===== src/rtl/channel_mixer_pwm_if.sv =====
// Interface bundle for channel_mixer_pwm: channel sample inputs, mix
// request/result signals and the PWM pin outputs.
// The master side drives samples and strobes; the slave side is the mixer.
interface channel_mixer_pwm_if #(
    parameter int NUM_CHANNELS = 4,
    parameter int SAMPLE_WIDTH = 9,
    parameter int ATTEN_WIDTH  = 2,
    parameter int PWM_WIDTH    = 10
) ();
    logic [NUM_CHANNELS*SAMPLE_WIDTH-1:0] i_samples;
    logic [NUM_CHANNELS-1:0]              i_mute;
    logic [NUM_CHANNELS*ATTEN_WIDTH-1:0]  i_atten;
    logic                                 i_sample_stb;
    logic                                 o_busy;
    logic [PWM_WIDTH-1:0]                 o_mix;
    logic                                 o_mix_valid;
    logic                                 o_clip;
    logic                                 o_pwm;
    logic                                 o_pwm_n;
    logic                                 o_cycle_end;

    modport master (
        output i_samples, i_mute, i_atten, i_sample_stb,
        input  o_busy, o_mix, o_mix_valid, o_clip, o_pwm, o_pwm_n, o_cycle_end
    );

    modport slave (
        input  i_samples, i_mute, i_atten, i_sample_stb,
        output o_busy, o_mix, o_mix_valid, o_clip, o_pwm, o_pwm_n, o_cycle_end
    );
endinterface


===== src/rtl/channel_mixer_pwm.sv =====
// N-channel audio mixer feeding a free-running PWM output stage.
// A sample strobe snapshots all channels; the mix is accumulated one
// channel per clock, saturated to PWM_WIDTH bits and handed to the PWM,
// which only adopts a new compare value at period wrap.
// Optional feature: define CHANNEL_MIXER_AVERAGE_EN to divide the sum by
// 2^$clog2(NUM_CHANNELS) before saturation (default: plain saturating sum).
module channel_mixer_pwm #(
    parameter int NUM_CHANNELS = 4,
    parameter int SAMPLE_WIDTH = 9,
    parameter int ATTEN_WIDTH  = 2,
    parameter int PWM_WIDTH    = 10
) (
    input logic                 i_clk,
    input logic                 i_rst_n,
    channel_mixer_pwm_if.slave  bus
);

    localparam int ACC_W     = SAMPLE_WIDTH + $clog2(NUM_CHANNELS) + 1;
    localparam int IDX_W     = (NUM_CHANNELS > 1) ? $clog2(NUM_CHANNELS) : 1;
    localparam int AVG_SHIFT = $clog2(NUM_CHANNELS);
    // Comparison width wide enough to hold both the sum and the PWM maximum.
    localparam int CMP_W     = (ACC_W > PWM_WIDTH) ? ACC_W : PWM_WIDTH + 1;
    localparam logic [IDX_W-1:0] LAST_IDX = IDX_W'(NUM_CHANNELS - 1);

    typedef enum logic [1:0] {IDLE, ACCUM, DONE} state_t;

    state_t state_q, state_d;

    logic [NUM_CHANNELS*SAMPLE_WIDTH-1:0] snap_samples;
    logic [NUM_CHANNELS-1:0]              snap_mute;
    logic [NUM_CHANNELS*ATTEN_WIDTH-1:0]  snap_atten;

    logic [IDX_W-1:0]        idx_q;
    logic [ACC_W-1:0]        acc_q;
    logic [PWM_WIDTH-1:0]    mix_q;
    logic                    mix_valid_q;
    logic                    clip_q;
    logic [PWM_WIDTH-1:0]    pending_cmp_q;
    logic [PWM_WIDTH-1:0]    active_cmp_q;
    logic [PWM_WIDTH-1:0]    pwm_cnt_q;

    logic                    start;
    logic                    done;
    logic                    last;
    logic [SAMPLE_WIDTH-1:0] cur_sample;
    logic [ATTEN_WIDTH-1:0]  cur_atten;
    logic [SAMPLE_WIDTH-1:0] term;
    logic [ACC_W-1:0]        scaled;
    logic                    sat;
    logic [PWM_WIDTH-1:0]    result;
    logic                    cycle_end;

    // Next-state and control decode for the mix sequencer.
    always_comb begin
        // NOTE: every variable gets a default first so no path can infer a latch.
        state_d = state_q;
        start   = 1'b0;
        done    = 1'b0;
        last    = (idx_q == LAST_IDX);
        case (state_q)
            IDLE: begin
                if (bus.i_sample_stb) begin
                    start   = 1'b1;
                    state_d = ACCUM;
                end
            end
            ACCUM: begin
                if (last) state_d = DONE;
            end
            DONE: begin
                done    = 1'b1;
                state_d = IDLE;
            end
            default: state_d = IDLE;
        endcase
    end

    // Sequencer state register; reset aborts any mix in progress.
    always_ff @(posedge i_clk) begin
        // NOTE: sequential state uses non-blocking assignments only, so every
        // flop samples pre-edge values regardless of statement order.
        if (!i_rst_n) state_q <= IDLE;
        else          state_q <= state_d;
    end

    // Snapshot of channel inputs taken when a mix starts.
    always_ff @(posedge i_clk) begin
        // NOTE: pure data registers, always loaded before being read, so they
        // carry no reset.
        if (start) begin
            snap_samples <= bus.i_samples;
            snap_mute    <= bus.i_mute;
            snap_atten   <= bus.i_atten;
        end
    end

    // Current channel contribution after mute and shift attenuation.
    always_comb begin
        cur_sample = snap_samples[idx_q*SAMPLE_WIDTH +: SAMPLE_WIDTH];
        cur_atten  = snap_atten[idx_q*ATTEN_WIDTH +: ATTEN_WIDTH];
        term       = snap_mute[idx_q] ? '0 : (cur_sample >> cur_atten);
    end

    // Final scaling and saturation of the accumulated sum.
    always_comb begin
`ifdef CHANNEL_MIXER_AVERAGE_EN
        scaled = acc_q >> AVG_SHIFT;
`else
        scaled = acc_q;
`endif
        sat    = CMP_W'(scaled) > CMP_W'({PWM_WIDTH{1'b1}});
        result = sat ? {PWM_WIDTH{1'b1}} : PWM_WIDTH'(scaled);
    end

    // Accumulator, channel index and registered mix result.
    always_ff @(posedge i_clk) begin
        if (!i_rst_n) begin
            idx_q         <= '0;
            acc_q         <= '0;
            mix_q         <= '0;
            mix_valid_q   <= 1'b0;
            clip_q        <= 1'b0;
            pending_cmp_q <= '0;
        end else begin
            mix_valid_q <= 1'b0;
            clip_q      <= 1'b0;
            if (start) begin
                idx_q <= '0;
                acc_q <= '0;
            end else if (state_q == ACCUM) begin
                acc_q <= acc_q + ACC_W'(term);
                idx_q <= last ? '0 : idx_q + 1'b1;
            end
            if (done) begin
                mix_q         <= result;
                mix_valid_q   <= 1'b1;
                clip_q        <= sat;
                pending_cmp_q <= result;
            end
        end
    end

    // Free-running PWM counter; compare is swapped only at period wrap.
    always_ff @(posedge i_clk) begin
        if (!i_rst_n) begin
            pwm_cnt_q    <= '0;
            active_cmp_q <= '0;
        end else begin
            pwm_cnt_q <= pwm_cnt_q + 1'b1;
            if (cycle_end) active_cmp_q <= pending_cmp_q;
        end
    end

    assign cycle_end       = (pwm_cnt_q == {PWM_WIDTH{1'b1}});
    assign bus.o_busy      = (state_q != IDLE);
    assign bus.o_mix       = mix_q;
    assign bus.o_mix_valid = mix_valid_q;
    assign bus.o_clip      = clip_q;
    assign bus.o_pwm       = (pwm_cnt_q < active_cmp_q);
    assign bus.o_pwm_n     = ~(pwm_cnt_q < active_cmp_q);
    assign bus.o_cycle_end = cycle_end;

endmodule


===== src/flat_wrapper.sv =====
// flat-port wrapper written by rule: the top's interface ports become plain ports
module channel_mixer_pwm_flat 
#(
    parameter int NUM_CHANNELS = 4,
    parameter int SAMPLE_WIDTH = 9,
    parameter int ATTEN_WIDTH  = 2,
    parameter int PWM_WIDTH    = 10
)
  (i_clk, i_rst_n, bus_i_samples, bus_i_mute, bus_i_atten, bus_i_sample_stb, bus_o_busy, bus_o_mix, bus_o_mix_valid, bus_o_clip, bus_o_pwm, bus_o_pwm_n, bus_o_cycle_end);
  channel_mixer_pwm_if #(.NUM_CHANNELS(NUM_CHANNELS), .SAMPLE_WIDTH(SAMPLE_WIDTH), .ATTEN_WIDTH(ATTEN_WIDTH), .PWM_WIDTH(PWM_WIDTH)) bus_i ();
  input logic i_clk;
  input logic i_rst_n;
  input wire logic [$bits(bus_i.i_samples)-1:0] bus_i_samples;
  input wire logic [$bits(bus_i.i_mute)-1:0] bus_i_mute;
  input wire logic [$bits(bus_i.i_atten)-1:0] bus_i_atten;
  input wire logic [$bits(bus_i.i_sample_stb)-1:0] bus_i_sample_stb;
  output wire logic [$bits(bus_i.o_busy)-1:0] bus_o_busy;
  output wire logic [$bits(bus_i.o_mix)-1:0] bus_o_mix;
  output wire logic [$bits(bus_i.o_mix_valid)-1:0] bus_o_mix_valid;
  output wire logic [$bits(bus_i.o_clip)-1:0] bus_o_clip;
  output wire logic [$bits(bus_i.o_pwm)-1:0] bus_o_pwm;
  output wire logic [$bits(bus_i.o_pwm_n)-1:0] bus_o_pwm_n;
  output wire logic [$bits(bus_i.o_cycle_end)-1:0] bus_o_cycle_end;
  assign bus_i.i_samples = bus_i_samples;
  assign bus_i.i_mute = bus_i_mute;
  assign bus_i.i_atten = bus_i_atten;
  assign bus_i.i_sample_stb = bus_i_sample_stb;
  assign bus_o_busy = bus_i.o_busy;
  assign bus_o_mix = bus_i.o_mix;
  assign bus_o_mix_valid = bus_i.o_mix_valid;
  assign bus_o_clip = bus_i.o_clip;
  assign bus_o_pwm = bus_i.o_pwm;
  assign bus_o_pwm_n = bus_i.o_pwm_n;
  assign bus_o_cycle_end = bus_i.o_cycle_end;
  channel_mixer_pwm #(.NUM_CHANNELS(NUM_CHANNELS), .SAMPLE_WIDTH(SAMPLE_WIDTH), .ATTEN_WIDTH(ATTEN_WIDTH), .PWM_WIDTH(PWM_WIDTH)) u_core (.i_clk(i_clk), .i_rst_n(i_rst_n), .bus(bus_i));
endmodule

===== config.mk =====
export PLATFORM = sky130hd
export DESIGN_NAME = channel_mixer_pwm_flat
export DESIGN_NICKNAME = d
export VERILOG_FILES = /design/src/rtl/channel_mixer_pwm_if.sv /design/src/rtl/channel_mixer_pwm.sv /design/src/flat_wrapper.sv
export SDC_FILE = /design/constraint.sdc
export NUM_CORES = 1
export LEC_CHECK = 0
export BUFFER_PORTS_ARGS = -buffer_cell sky130_fd_sc_hd__buf_4
export CAP_MARGIN = 20
export CORE_MARGIN = 4
export CORE_UTILIZATION = 45
export CTS_CLUSTER_DIAMETER = 100
export DETAILED_ROUTE_END_ITERATION = 8
export GPL_ROUTABILITY_DRIVEN = 0
export GPL_TIMING_DRIVEN = 0
export PLACE_DENSITY = 0.65
export SLEW_MARGIN = 0
export SYNTH_ARGS = -nofsm -noshare
export SYNTH_HDL_FRONTEND = slang
export SYNTH_SLANG_ARGS = --single-unit

===== constraint.sdc =====
create_clock -name i_clk -period 3.7 [get_ports i_clk]
set_input_delay 0.185 -clock i_clk [delete_from_list [all_inputs] [get_ports i_clk]]
set_output_delay 0.185 -clock i_clk [all_outputs]
set_load 0.005 [all_outputs]

==> impl_summary.md <==
Clocking
The clock latency of the later-clocked register in the worst-skew pair is ~0.36 ns. The number of clock sinks seen by CTS is 96. The library cell used as clock root buffer is sky130_fd_sc_hd__clkbuf_8. The TritonCTS buffer count is 9. The TritonCTS clock tree is done.

Clock-pin slew was measured on the worst setup and hold paths at about 0.10 ns. CTS built an H-tree with a depth of 3. The number of buffers on the longest clock path is 2.

Synthesis
The synthesized design devotes to its leading area cell type roughly 32% of total area. Summing the sequential cell areas from Yosys gives approximately 54% of the chip area. The number of synthesized flops with an enable pin is 48. The async set-or-reset flop fraction in the synthesized netlist is 0%.

The post-synthesis instance area is between 0.004 and 0.005 mm². The most instantiated flip-flop cell in the synthesis netlist is sky130_fd_sc_hd__edfxtp_1. The count of mapped cells out of synthesis is about 370.

The synthesized area divided by synthesized cell count is roughly 12 µm². The Yosys step of the flow raised 0 warnings. After synthesis the netlist holds a flip-flop and latch count of between 90 and 100. The biggest area consumer among synthesized cells is sky130_fd_sc_hd__edfxtp_1. Ranked by total cell area, the synthesized netlist is headed by sky130_fd_sc_hd__edfxtp_1 (32%), sky130_fd_sc_hd__dfxtp_1 (22%), sky130_fd_sc_hd__ha_1 (5.6%). Synthesis instantiated 52 different standard cells from the library. Counting every net in the synthesized netlist gives between 400 and 500.

Timing
The clock arrives with between 0.01 and 0.015 ns of skew. For the final routed database, the setup TNS stands at 0 ns. Measured against its own limit, the worst slew margin works out to between 30% and 40%. The clock period minus final worst setup slack is around 3.4 ns. The peak clock frequency supported by timing is about 300 MHz. The number of max-slew violations in the final report is 0.

The number of hold violations in the final report is 0. The slew at the pin with the worst max-slew slack is around 0.96 ns. The worst path uses just over 90% of the clock period. The number of endpoints failing setup at the final stage is 0. Setup repair after global routing left no endpoint under its margin.

Drt
In the routed design, unresolved DRC markers number 0. The detailed router's first-iteration violation count is between 100 and 150. In the routed layout, each cell is associated on average with a via count of 5.22. Dividing the detail-routed wire length by the instance count gives between 10 and 15 µm. Once detail routing completed, the nets flagged for antenna violations numbered 0.

The routed wire length is 9.38 mm. The first-pass iteration count of the detailed router is 4. The routed via count is roughly 3300.

Pwr
The part of the power in the clock network is a little under a third. The power per unit of standard cell area is approximately 370 mW/mm². The portion of total power attributed to sequential cells is about 56%.

The internal portion of the total power is 1.58 mW. Of the total power, combinational logic draws a little over an eighth. The proportion of total power due to net switching is between 20% and 30%.

The cell leakage power is approximately 2.2 nW. Summed over all nets, the switching power comes to 0.553 mW. The maximum vdd ir drop is 0.252 mV.

Global route
The first global-routing pass estimated 15.6 mm of wire. The maximum number of pins on one net before global-route repair is between 40 and 50. The number of antenna violations at the first check in global routing is 0. The global-route usage over all layers is between 15 and 20%. The leftover overflow at the end of global routing is 0.

The number of global-route vias before repair came to around 3300.

Floorplanning
The count of standard-cell rows is 36. For this configuration, the core starts out at a cell density of 45.8%. The core outline area is 0.00973 mm². The die is around 110 µm tall.

The overall die width is approximately 110 µm. The count of pins on the block boundary is 67. The die covers 0.0116 mm².

Setup path
The required arrival time at the worst endpoint is around 3.9 ns. The signal on the critical path passes through buf_6 -> buf_4 -> mux4_2 -> mux2i_1 -> o22ai_1 -> ha_1 -> fa_1 -> a21oi_1 -> o211ai_1 -> a2111oi_1 -> nor4_1. The largest single stage delay on the critical path is between 0.5 and 0.6 ns. The kind of capture point of the worst setup path is a register. The data arrival time of the worst path is 3.60 ns. The startpoint type of the worst setup path is a register. The critical path is of the reg2reg type. The slowest stage of the critical path is the sky130_fd_sc_hd__mux4_2 cell. The maximum fanout count along the critical path is 10.

Layout
The most frequent standard cell in the layout excluding fill and tap cells is sky130_fd_sc_hd__buf_4. The number of nets in the final layout is between 500 and 600. The number of fillers in the final layout is roughly 790.

The multi-input combinational cells in the finished layout cover a total of 0.00192 mm². Of the cells placed in the final design, the portion with a size suffix greater than 1 is 23.2%. The library cells used most frequently in the layout, excluding fill and tap cells, are sky130_fd_sc_hd__buf_4 (66), sky130_fd_sc_hd__dfxtp_1 (48), sky130_fd_sc_hd__edfxtp_1 (48).

At the end of the flow the core is filled with cells to between 50% and 60%. The repair_antennas step left the layout with diodes totalling 0. The area added between synthesis and finish is 29.5%. In the final layout, flip-flops and latches occupy 0.00240 mm². Once layout is done, the placed cells without fillers occupy a little under 0.006 mm².

Flow run
The number of max-capacitance violations reported is 0.

Place
After legalization and detailed placement, the total HPWL measured between 6 and 7 mm. The port buffer count is 65. In this run the cell area measured after placement is a little over 0.005 mm².

Status
The run finished with clean final reports.

Hold path
The worst min-delay path class is in2reg.
-- synth_stat cells (3+ instances only) --
master	number
sky130_fd_sc_hd__inv_1	12
sky130_fd_sc_hd__nand2_1	22
sky130_fd_sc_hd__a21oi_1	19
sky130_fd_sc_hd__xor2_1	3
sky130_fd_sc_hd__edfxtp_1	48
sky130_fd_sc_hd__mux2i_1	19
sky130_fd_sc_hd__nor3_1	10
sky130_fd_sc_hd__xnor2_1	5
sky130_fd_sc_hd__o211ai_1	5
sky130_fd_sc_hd__o22ai_1	6
sky130_fd_sc_hd__and2_1	11
sky130_fd_sc_hd__or4_1	4
sky130_fd_sc_hd__ha_1	20
sky130_fd_sc_hd__a211oi_1	4
sky130_fd_sc_hd__nor2_1	10
sky130_fd_sc_hd__nand2b_1	5
sky130_fd_sc_hd__or3_1	3
sky130_fd_sc_hd__and3_1	5
sky130_fd_sc_hd__o21ai_0	10
sky130_fd_sc_hd__mux4_2	11
sky130_fd_sc_hd__nor4_1	3
sky130_fd_sc_hd__nand3_1	12
sky130_fd_sc_hd__clkbuf_1	12
sky130_fd_sc_hd__a21boi_0	3
sky130_fd_sc_hd__dfxtp_1	48
sky130_fd_sc_hd__buf_2	3
sky130_fd_sc_hd__nand4_1	4
sky130_fd_sc_hd__nor2b_1	14
sky130_fd_sc_hd__o221a_2	10
-- state kept, by name (all words and copies together), names as in the netlist --
signal,count
u_core.acc_q,12
u_core.state_q,2
u_core.active_cmp_q,10
u_core.pending_cmp_q,10
u_core.snap_atten,8
u_core.snap_mute,4
u_core.pwm_cnt_q,10
u_core.idx_q,2
u_core.snap_samples,36
u_core.bus.o_clip,1
u_core.bus.o_mix_valid,1
-- worst max-delay path, delay by kind of cell (launching register included) --
| kind | cells | cell delay (ns) |
|---|---|---|
| and+or+nand+nor | 1 | 0.10 |
| muxes | 2 | 0.74 |
| DFF | 1 | 0.36 |
| AOI/OAI and AO/OA | 4 | 1.05 |
| buffers and inverters | 2 | 0.36 |
| adders and majority gates | 2 | 0.62 |
-- timing repair --
| action | in CTS | in global routing |
|---|---|---|
| setup endpoints to repair | 0 | 1 |
| endpoints found under the hold margin | 45 | 2 |
| setup buffers | 0 | 0 |
| hold buffers | 45 | 2 |
| resized for setup | 0 | 1 |
-- power groups by stage --
stage	Combinational, mW	Sequential, mW	Clock (mW)
2_1_floorplan	0.166	1.21	0
3_3_place_gp	0.247	1.21	0
3_5_place_dp	0.253	1.21	0
4_1_cts	0.291	1.19	0.674
5_1_grt	0.324	1.19	0.717
6_report	0.293	1.19	0.653
-- worst paths after layout --
path	startpoint	to	slack (ns)	depth (start not counted)
worst min-delay path	bus_i_samples[13]	u_core.snap_samples[13]	0.02	1
worst max-delay path	u_core.idx_q[0]	u_core.acc_q[8]	0.33	11
worst min register to register	u_core.pwm_cnt_q[0]	u_core.pwm_cnt_q[0]	0.48	1
worst max register to register	u_core.idx_q[0]	u_core.acc_q[8]	0.33	11
-- metal layers --
layer  track usage (%)  share of wire [%]
met5                 0                  0
met4              5.23               0.91
met3              3.36                5.6
met2              28.6                 49
met1              21.8                 44
-- cell families (layout without fill, tap and decap cells) --
group | after synthesis | after routing | share of synthesized area (%)
buffers and inverters | 30 | 158 | 3.03
multiplexers | 32 | 32 | 10.8
flip-flops | 96 | 96 | 53.9
AND/OR/NAND/NOR | 112 | 112 | 13.8
adder cells (fa/ha/maj) | 21 | 21 | 6.06
AO/OA/AOI/OAI | 69 | 69 | 10.9
XOR/XNOR | 8 | 8 | 1.57
-- metrics by stage --
step	cells	power [mW]	hold WS, ns	setup slack, ns
floorplan	368	1.37	0.284	0.701
global placement	566	1.46	0.363	0.337
detailed placement	566	1.47	0.364	0.328
CTS	627	2.15	0.0000590	0.288
global route	629	2.23	0.00308	0.0101
finish	629	2.13	0.0245	0.325
-- layout make-up --
class,instances,area share [%]
timing repair buffer,112,16.6
buffer,18,1.56
sequential,96,41.6
tap,133,2.88
clock buffer,9,2.15
multi-input combinational,242,33.3
clock inverter,7,1.15
inverter,12,0.780
Power figures use the tool's default switching activity.
